$ cat config.mk
export PLATFORM = sky130hd
export DESIGN_NAME = stopwatch_bcd_ctrl
export DESIGN_NICKNAME = d
export VERILOG_FILES = /design/src/rtl/stopwatch_bcd_ctrl.sv
export SDC_FILE = /design/constraint.sdc
export NUM_CORES = 1
export LEC_CHECK = 0
export BUFFER_PORTS_ARGS = -buffer_cell sky130_fd_sc_hd__buf_2
export CAP_MARGIN = 30
export CORE_ASPECT_RATIO = 0.6
export CORE_MARGIN = 1
export CORE_UTILIZATION = 50
export CTS_BUF_LIST = sky130_fd_sc_hd__clkbuf_2
export CTS_CLUSTER_SIZE = 24
export DETAILED_ROUTE_END_ITERATION = 10
export PLACE_DENSITY_LB_ADDON = 0.12
export REMOVE_ABC_BUFFERS = 1
export SKIP_LAST_GASP = 1
export SYNTH_ARGS = -nofsm -noshare
export SYNTH_HDL_FRONTEND = slang
export SYNTH_SLANG_ARGS = --single-unit
$ cat constraint.sdc
create_clock -name clk -period 3.83 [get_ports clk]
set_clock_uncertainty 0.2 [all_clocks]
set_input_delay 0.766 -clock clk [delete_from_list [all_inputs] [get_ports clk]]
set_output_delay 0.766 -clock clk [all_outputs]
set_load 0.02 [all_outputs]
$ cat src/rtl/stopwatch_bcd_ctrl.sv
// -----------------------------------------------------------------------------
// stopwatch_bcd_ctrl
//   Start/stop/lap/clear controller for a 2-digit (00-99) BCD stopwatch.
//   A prescaler divides clk into count ticks. Each tick advances a two-digit
//   BCD count. A lap snapshot can be frozen onto the display output while
//   the live count continues.
//
// Parameters
//   TICK_DIV    clk cycles per count increment (>= 1)
//   STOP_AT_99  0: 99 wraps to 00; 1: hold at 99 and auto-pause
//
// Ports
//   clk          in   rising-edge clock
//   reset        in   asynchronous active-high reset
//   start_stop   in   1-cycle pulse: toggle run/pause
//   lap          in   1-cycle pulse: freeze/release display
//   clear        in   1-cycle pulse: back to IDLE with count 00
//   count_bcd    out  live count {tens, units}
//   display_bcd  out  lap snapshot while in LAP, otherwise live count
//   running      out  state is RUN or LAP
//   lap_active   out  state is LAP
//   overflow     out  1-cycle pulse on 99->00 wrap or on the 99 hold-stop
// -----------------------------------------------------------------------------
module stopwatch_bcd_ctrl #(
  parameter int TICK_DIV   = 4,
  parameter bit STOP_AT_99 = 1'b0
) (
  input  logic       clk,
  input  logic       reset,
  input  logic       start_stop,
  input  logic       lap,
  input  logic       clear,
  output logic [7:0] count_bcd,
  output logic [7:0] display_bcd,
  output logic       running,
  output logic       lap_active,
  output logic       overflow
);

  localparam int PW = (TICK_DIV > 1) ? $clog2(TICK_DIV) : 1;
  localparam logic [PW-1:0] PRESC_LAST = PW'(TICK_DIV - 1);

  localparam logic [1:0] S_IDLE  = 2'd0;
  localparam logic [1:0] S_RUN   = 2'd1;
  localparam logic [1:0] S_PAUSE = 2'd2;
  localparam logic [1:0] S_LAP   = 2'd3;

  logic [1:0]    r_state;
  logic [3:0]    r_tens;
  logic [3:0]    r_units;
  logic [7:0]    r_lap;
  logic [PW-1:0] r_presc;
  logic          r_ovf;

  logic [1:0]    w_state_nxt;
  logic [3:0]    w_tens_nxt;
  logic [3:0]    w_units_nxt;
  logic [7:0]    w_lap_nxt;
  logic [PW-1:0] w_presc_nxt;
  logic          w_ovf_nxt;

  logic w_running;
  logic w_tick;
  logic w_at_99;

  assign w_running = (r_state == S_RUN) || (r_state == S_LAP);
  assign w_tick    = w_running && (r_presc == PRESC_LAST);
  assign w_at_99   = (r_tens == 4'd9) && (r_units == 4'd9);

  always_comb begin
    w_state_nxt = r_state;
    w_tens_nxt  = r_tens;
    w_units_nxt = r_units;
    w_lap_nxt   = r_lap;
    w_presc_nxt = r_presc;
    w_ovf_nxt   = 1'b0;

    if (clear) begin
      w_state_nxt = S_IDLE;
      w_tens_nxt  = '0;
      w_units_nxt = '0;
      w_presc_nxt = '0;
    end else begin
      // Prescaler only advances while running; it holds in PAUSE so a
      // resume continues the interrupted tick phase.
      if (w_running) begin
        w_presc_nxt = w_tick ? '0 : r_presc + 1'b1;
      end

      // start_stop outranks lap; a simultaneous lap pulse is dropped.
      if (start_stop) begin
        case (r_state)
          S_IDLE: begin
            w_state_nxt = S_RUN;
            w_presc_nxt = '0;
          end
          S_RUN:   w_state_nxt = S_PAUSE;
          S_PAUSE: w_state_nxt = S_RUN;
          S_LAP:   w_state_nxt = S_PAUSE;
          default: w_state_nxt = S_IDLE;
        endcase
      end else if (lap) begin
        if (r_state == S_RUN) begin
          w_state_nxt = S_LAP;
          w_lap_nxt   = {r_tens, r_units};
        end else if (r_state == S_LAP) begin
          w_state_nxt = S_RUN;
        end
      end

      // Increment is applied regardless of a same-edge start_stop or lap;
      // the snapshot above already captured the pre-increment value.
      if (w_tick) begin
        if (w_at_99) begin
          w_ovf_nxt = 1'b1;
          if (STOP_AT_99) begin
            w_state_nxt = S_PAUSE;
          end else begin
            w_tens_nxt  = '0;
            w_units_nxt = '0;
          end
        end else if (r_units == 4'd9) begin
          w_units_nxt = '0;
          w_tens_nxt  = r_tens + 4'd1;
        end else begin
          w_units_nxt = r_units + 4'd1;
        end
      end
    end
  end

  always_ff @(posedge clk or posedge reset) begin
    if (reset) begin
      r_state <= S_IDLE;
      r_tens  <= '0;
      r_units <= '0;
      r_lap   <= '0;
      r_presc <= '0;
      r_ovf   <= 1'b0;
    end else begin
      r_state <= w_state_nxt;
      r_tens  <= w_tens_nxt;
      r_units <= w_units_nxt;
      r_lap   <= w_lap_nxt;
      r_presc <= w_presc_nxt;
      r_ovf   <= w_ovf_nxt;
    end
  end

  assign count_bcd   = {r_tens, r_units};
  assign lap_active  = (r_state == S_LAP);
  assign display_bcd = lap_active ? r_lap : count_bcd;
  assign running     = w_running;
  assign overflow    = r_ovf;

endmodule

==> results of run 1 <==
[cells by family after synthesis]
logic type                 after synthesis  synth area share
buffers and inverters                   12            0.0496
xor gates and xnor gates                 1           0.00772
AOI/OAI and AO/OA                       21             0.105
DFF                                     21             0.463
and+or+nand+nor                         35             0.181
muxes                                   14             0.139
adders and majority gates                5            0.0551
[power by group]
group / total [uW] / internal (uW) / switching (uW) / leakage, uW
logic: 25.2 / 9.64 / 15.6 / 0.000330
registers: 232 / 226 / 6.24 / 0.000291
clock network: 92.4 / 27.7 / 64.8 / 0.0000166
[cell type report]
| class | count | area (um2) |
|---|---|---|
| fillers | 179 | 711 |
| multi-input cells | 76 | 553 |
| flip-flops and latches | 21 | 526 |
| repair buffers | 23 | 115 |
| well taps | 28 | 35.0 |
| inverters | 6 | 22.5 |
| clock buffers | 4 | 20.0 |
[registers in the layout (all words and copies together) (netlist names)]
| signal | flops |
|---|---|
| overflow | 1 |
| r_lap | 8 |
| r_presc | 2 |
| r_state | 2 |
| r_tens | 4 |
| r_units | 4 |
[worst paths after layout]
check	start	cells after the start	endpoint
worst max-delay path	r_state[0]	3	display_bcd[4]
worst max register to register	r_units[1]	5	r_tens[3]
worst min-delay path	r_lap[6]	1	r_lap[6]
worst min register to register	r_lap[6]	1	r_lap[6]
min in group asynchronous	reset	2	r_tens[1]
max in group asynchronous	reset	2	r_units[0]
[per-layer routing]
layer  track usage  routed length (um)  up-vias  share of wire
li1              -                   -      426              -
met1         0.302                1150      409           0.55
met2         0.301                 869       19           0.41
met3        0.0529                  85        0          0.040
met4        0.0170                   0        0              0
met5             0                   0        -              0
[placed cells by master (no fill, tap or decap), drive strengths merged]
cell	n
or4	2
nor4	1
xnor2	1
or4b	3
buf	23
a31oi	1
dfrtp	21
nand2b	3
o31ai	2
or3	1
clkbuf	4
mux2	14
ha	5
o211ai	1
nand2	9
or3b	1
o21ai	8
nor2	4
a21oi	7
inv	6
nor2b	1
nand3b	5
nand3	4
and3	1
a211oi	1
a21boi	1
[cell usage after synthesis]
master and number:
and3_1 1, xnor2_1 1, nand3_1 4, buf_2 3, a211oi_1 1, a31oi_1 1
a21oi_1 7, a21boi_0 1, clkbuf_1 2, or4b_1 3, ha_1 5, o21ai_0 8
nor2b_1 1, nor2_1 4, nand2_1 9, o211ai_1 1, inv_1 6, nand2b_1 3
o31ai_1 2, or3_2 1, nand3b_1 5, nor4_1 1, or4_1 2, mux2_2 14
buf_6 1, or3b_1 1, dfrtp_1 21
[through the flow]
| stage | setup WS [ps] | util | area (um2) |
|---|---|---|---|
| finish | 1140 | 0.641 | 1270 |
| global route | 1010 | 0.641 | 1270 |
| CTS | 1130 | 0.641 | 1270 |
| detailed placement | 1510 | 0.631 | 1250 |
| global placement | 1560 | 0.631 | 1250 |
| floorplan | 1380 | - | 1100 |
[critical path, stage by stage (launching register included)]
cell and delay [ps]:
dfrtp_1 560, nand2_1 310, mux2_2 380, buf_2 160
==> flow_metrics.tcl, run 1 <==
set metrics [dict create \
    p_total_uw 350 \
    syn-cell-area_um2 1130 \
    avgSynthCellArea_um2 10.4 \
    status "finished clean" \
    setup_violations 0 \
    drive_above_1_share 0.323 \
    fin_crit_sh 0.702 \
    wl_per_cell_um 13.3 \
    p_per_area_nw_per_um2 275 \
    cts_max_path_buffers 2 \
    die_area_um2 2470 \
    worstSetupEndpointType "output pin" \
    cts_htree_levels 1 \
    ctsResizeCount 0 \
    nNetsFinal 141 \
    yosys.area.top_type_share 0.463 \
    worstSetupStartpointType "flip-flop" \
    cp.required_ps 2860 \
    hold_buffers 0 \
    ys_seq_area_frac 0.463 \
    synth_cells 109 \
    wirelength_um 2110 \
    setup-tns-final_ps 0 \
    dp_hpwl_um 1570 \
    start_util 0.573 \
    cts_setup_buffers 0 \
    cts_tree "yes" \
    cts.sinks 21 \
    min_path_type "flip-flop to flip-flop" \
    max-slew-margin-rel 0.479 \
    grt_pass1_vias 750 \
    ant_nets 0 \
    max_freq_ghz 0.372 \
    die_y_um 38.9 \
    synth_seq_cells 21 \
    viasPerCell 5.41 \
    worst_hold_slack_ps 332 \
    clk_pin_slew_ps 190 \
    yosysWarnings 0 \
    antenna_cells 0 \
    core_area_um2 1980 \
    period_minus_slack_ps 2690 \
    grt_max_degree 22 \
    slew_viol_final 0 \
    die_w_um 63.5 \
    place_congestion 0.765 \
    ir_drop_mv 0.183 \
    drtIter0Drc 42 \
    num_vias 854 \
    tightest_slew_ps 780 \
    max_cap_viol_count 0 \
    grt_pass1_wl_um 3690 \
    timing.reg2reg.setup_slack_ps 1780 \
    synthDistinctLibCells 27 \
    path_class "flip-flop to output pin" \
    overflow 0 \
    crit_arrival_ps 1720 \
    area_growth_pct 12.0 \
    io_pins 24 \
    ctsRootBufferMaster "clkbuf_2" \
    portBuffers 23 \
    hold_violations 0 \
    track_usage 0.202 \
    drcViolationCount 0 \
    cp_max_fo 14 \
    insertion_delay_ps 310 \
    leakage_uw 0.000637 \
    final_cells 158 \
    antenna_found_initial 0 \
    rows 12 \
    rsz0062_at_grt "false" \
    placedCellCount 154 \
    cts_buffers 3 \
    dr.pass1.iters 4 \
    synth_area_leaders "dfrtp_1 (46%), mux2_2 (14%), ha_1 (5.5%)" \
    synth.largest_area_cell "dfrtp_1" \
]
No activity file was read; power rests on OpenSTA's default activity.
==> run 2: changes to the inputs <==
==> constraint.sdc (replaced) <==
create_clock -name clk -period 2.6 [get_ports clk]
set_clock_uncertainty 0.2 [all_clocks]
set_input_delay 0.52 -clock clk [delete_from_list [all_inputs] [get_ports clk]]
set_output_delay 0.52 -clock clk [all_outputs]
set_load 0.02 [all_outputs]
==> flow_metrics.tcl, run 2 (same netlist as run 1, synthesis figures left out) <==
set metrics [dict create \
    status "finished clean" \
    ant_nets 0 \
    path_class "flip-flop to output pin" \
    cts_tree "yes" \
    viasPerCell 5.46 \
    p_int_uw 388 \
    max_cap_viol_count 0 \
    min_path_type "primary input to async pin" \
    p_seq_frac 0.663 \
    clk_pin_slew_ps 190 \
    setup_violations 0 \
    max-slew-margin-rel 0.469 \
    clockPowerShare 0.264 \
    final_cell_mix "buf_2 (23), dfrtp_1 (21), mux2_2 (14), nand2_1 (9), o21ai_0 (8)" \
    insertion_delay_ps 320 \
    worstSetupEndpointType "output pin" \
    dp_hpwl_um 1570 \
    power_switching_uw 128 \
    max_freq_ghz 0.408 \
    place_congestion 0.765 \
    r2r_cells 5 \
    p_per_area_nw_per_um2 405 \
    nNetsFinal 141 \
    area_growth_pct 12.0 \
    dr.pass1.iters 4 \
    start_util 0.573 \
    cp.required_ps 1880 \
    rsz0062_at_grt "false" \
    period_minus_slack_ps 2450 \
    largest-register "r_lap" \
    ctsRootBufferMaster "clkbuf_2" \
    cts_htree_levels 1 \
    p_sw_frac 0.248 \
    die_area_um2 2470 \
    wirelength_um 2170 \
    ctsResizeCount 0 \
    cts_max_path_buffers 2 \
    io_pins 24 \
    cp_max_fo 14 \
    cts_setup_buffers 0 \
    setup-tns-final_ps 0 \
    cts.sinks 21 \
    p_comb_frac 0.072 \
    crit_arrival_ps 1730 \
    die_y_um 38.9 \
    worst_slack_ps 150 \
    cts_buffers 3 \
    ir_drop_mv 0.279 \
    tightest_slew_ps 795 \
    largestRegisters "r_lap x8, r_tens x4, r_units x4" \
    grt_max_degree 22 \
    overflow 0 \
    fin_crit_sh 0.942 \
    hold_violations 0 \
    rows 12 \
    die_w_um 63.5 \
    core_area_um2 1980 \
    antenna_found_initial 0 \
    num_vias 862 \
    final_common_cell "buf_2" \
    slew_viol_final 0 \
    leakage_uw 0.000637 \
    track_usage 0.204 \
    drtIter0Drc 49 \
    grt_pass1_wl_um 3620 \
    antenna_cells 0 \
    worstSetupStartpointType "flip-flop" \
    hold_buffers 0 \
    drcViolationCount 0 \
    place_ws_ps 535 \
    portBuffers 23 \
    largest_reg_flops 8 \
    drive_above_1_share 0.323 \
    grt_pass1_vias 730 \
    wl_per_cell_um 13.7 \
]
-- run 2: cell counts in the layout (fill, tap and decap cells not counted) --
Identical to the previous run, type by type.
-- run 2: path summary, 6_finish.rpt --
path | startpoint | to | slack (ps)
max | r_state[0] | display_bcd[4] | 150
min | reset | r_lap[5] | 110
max reg2reg | r_units[1] | r_tens[3] | 530
min reg2reg | r_lap[3] | r_lap[3] | 330
max in group asynchronous | reset | r_lap[0] | 1600
min in group clk | lap | r_state[1] | 260
-- run 2: power groups by stage --
stage	clock, uW	combinational (uW)	sequential [uW]
4_1_cts	139	38.0	342
2_1_floorplan	0	22.6	347
5_1_grt	151	42.4	343
6_report	136	37.3	342
3_5_place_dp	0	37.9	348
3_3_place_gp	0	37.1	347
-- run 2: worst max-delay path, stage by stage, from the launching register on --
cell and delay [ps]:
dfrtp_1 560, nand2_1 320, mux2_2 380, buf_2 160
-- run 2: metrics by stage --
| step | util | std cells | hold WS, ps | total power, uW | cell area, um2 |
|---|---|---|---|---|---|
| 2_1_floorplan | - | 103 | 277 | 370 | 1100 |
| 3_3_place_gp | 0.631 | 154 | 285 | 384 | 1250 |
| 3_5_place_dp | 0.631 | 154 | 296 | 386 | 1250 |
| 4_1_cts | 0.641 | 158 | 125 | 519 | 1270 |
| 5_1_grt | 0.641 | 158 | 167 | 537 | 1270 |
| 6_report | 0.641 | 158 | 109 | 515 | 1270 |
-- run 2: metal layers --
metal	vias up	wire, um	GRT usage
met2	24	904	0.295
met4	0	11	0.0511
li1	429	-	-
met1	407	1120	0.293
met5	-	0	0
met3	2	131	0.0647
-- run 2: area by class of cell --
cell class | instances | area [um2]
timing repair buffer | 23 | 115
multi-input combinational | 76 | 553
inverter | 6 | 22.5
clock buffer | 4 | 20.0
fill | 177 | 711
sequential | 21 | 526
tap | 28 | 35.0
==> run 3: changes to the inputs <==
--- a/config.mk
+++ b/config.mk
@@ -5,14 +5,13 @@
 export SDC_FILE = /design/constraint.sdc
 export NUM_CORES = 1
 export LEC_CHECK = 0
-export BUFFER_PORTS_ARGS = -buffer_cell sky130_fd_sc_hd__buf_2
 export CAP_MARGIN = 30
 export CORE_ASPECT_RATIO = 0.6
 export CORE_MARGIN = 1
 export CORE_UTILIZATION = 50
 export CTS_BUF_LIST = sky130_fd_sc_hd__clkbuf_2
-export CTS_CLUSTER_SIZE = 24
 export DETAILED_ROUTE_END_ITERATION = 10
+export DONT_BUFFER_PORTS = 1
 export PLACE_DENSITY_LB_ADDON = 0.12
 export REMOVE_ABC_BUFFERS = 1
 export SKIP_LAST_GASP = 1
==> flow_metrics.tcl, run 3 (same netlist as run 1, synthesis figures left out) <==
set metrics [dict create \
    status "complete, but fails checks" \
    violations "negative hold slack" \
    insertion_delay_ps 340 \
    ctsResizeCount 0 \
    rows 12 \
    cp.required_ps 1880 \
    start_util 0.573 \
    worstSetupStartpointType "flip-flop" \
    max_freq_ghz 0.420 \
    worst_hold_slack_ps -23.9 \
    setup-tns-final_ps 0 \
    final_cell_mix "dfrtp_1 (21), mux2_2 (14), nand2_1 (9), o21ai_0 (8), a21oi_1 (7)" \
    antenna_cells 0 \
    io_pins 24 \
    place_congestion 0.758 \
    core_area_um2 1980 \
    cts.sinks 21 \
    tightest_slew_ps 795 \
    largest_reg_flops 8 \
    post-route-util 0.614 \
    final_cells 142 \
    num_vias 858 \
    clk_pin_slew_ps 210 \
    fin_crit_sh 0.916 \
    area_growth_pct 7.17 \
    place_ws_ps 469 \
    path_class "flip-flop to output pin" \
    grt_pass1_vias 840 \
    nNetsFinal 125 \
    ctsRootBufferMaster "clkbuf_2" \
    overflow 0 \
    hold_violations 12 \
    setup_violations 0 \
    grt_pass1_wl_um 3820 \
    worstSetupEndpointType "output pin" \
    drcViolationCount 0 \
    final_common_cell "dfrtp_1" \
    slew_viol_final 0 \
    max-slew-margin-rel 0.469 \
    grt_max_degree 22 \
    cts_max_path_buffers 2 \
    dr.pass1.iters 4 \
    drtIter0Drc 49 \
    rsz0062_at_grt "false" \
    cts_tree "yes" \
    max_cap_viol_count 0 \
    fillCellCount 177 \
    period_minus_slack_ps 2380 \
    largestRegisters "r_lap x8, r_tens x4, r_units x4" \
    ir_drop_mv 0.322 \
    cts_buffers 3 \
    cp_max_fo 7 \
    largest-register "r_lap" \
    drive_above_1_share 0.202 \
    p_per_area_nw_per_um2 424 \
    die_y_um 38.9 \
    track_usage 0.215 \
    wl_per_cell_um 16.1 \
    die_w_um 63.5 \
    wirelength_um 2290 \
    antenna_found_initial 0 \
    dp_hpwl_um 1590 \
    ant_nets 0 \
    die_area_um2 2470 \
    portBuffers 0 \
    viasPerCell 6.04 \
    min_path_type "primary input to async pin" \
    worst_slack_ps 219 \
    leakage_uw 0.000550 \
    crit_arrival_ps 1660 \
    cts_htree_levels 1 \
    placedCellCount 135 \
]
==> run 3: timing repair <==
item | 4_1_cts | 5_1_grt
hold endpoints to repair | 4 | 2
hold buffers | 2 | 1
buffers inserted | 0 | 0
==> run 3: stage by stage <==
stage	hold slack [ps]	cell area [um2]	total power, uW
6_report	-23.9	1220	516
5_1_grt	7.28	1220	537
4_1_cts	2.08	1210	519
3_5_place_dp	292	1170	380
3_3_place_gp	285	1170	379
2_1_floorplan	277	1100	370
==> run 3: report_power, final <==
part / leakage (uW) / total [uW] / internal (uW) / switching, uW
combinational: 0.000242 / 39.3 / 16.4 / 22.9
clock: 0.0000164 / 137 / 34.8 / 102
sequential: 0.000291 / 340 / 333 / 6.91
total: 0.000550 / 516 / 384 / 132
==> run 3: layout make-up <==
cell class	count	area [um2]	area share
inverter	6	22.5	0.0185
clock inverter	1	5.00	0.00412
sequential	21	526	0.432
tap	28	35.0	0.0288
clock buffer	3	15.0	0.0123
multi-input combinational	76	553	0.455
timing repair buffer	7	60.1	0.0494
==> run 3: routing by layer <==
layer | global-route usage | vias up | wire [um]
met2 | 0.348 | 28 | 986
met1 | 0.277 | 427 | 1130
li1 | - | 401 | -
met4 | 0.0511 | 0 | 6
met3 | 0.0794 | 2 | 168
met5 | 0 | - | 0
==> run 3: path summary, 6_finish.rpt <==
check                            from             end  slack [ps]  cells after the start
setup / recovery           r_state[0]  display_bcd[5]         220                      4
hold / removal                  reset        overflow         -20                      1
setup reg to reg           r_units[1]       r_tens[3]         430                      5
hold reg to reg              r_lap[0]        r_lap[0]         330                      1
max in group asynchronous       reset       r_tens[3]        1710                      1
min in group clk                clear       r_tens[3]          40                      1
==> run 3: worst max-delay path: stages, from the launching register on <==
cell     delay, ps
dfrtp_1        520
nand2_1        320
inv_1          140
o21ai_0        180
buf_4          170
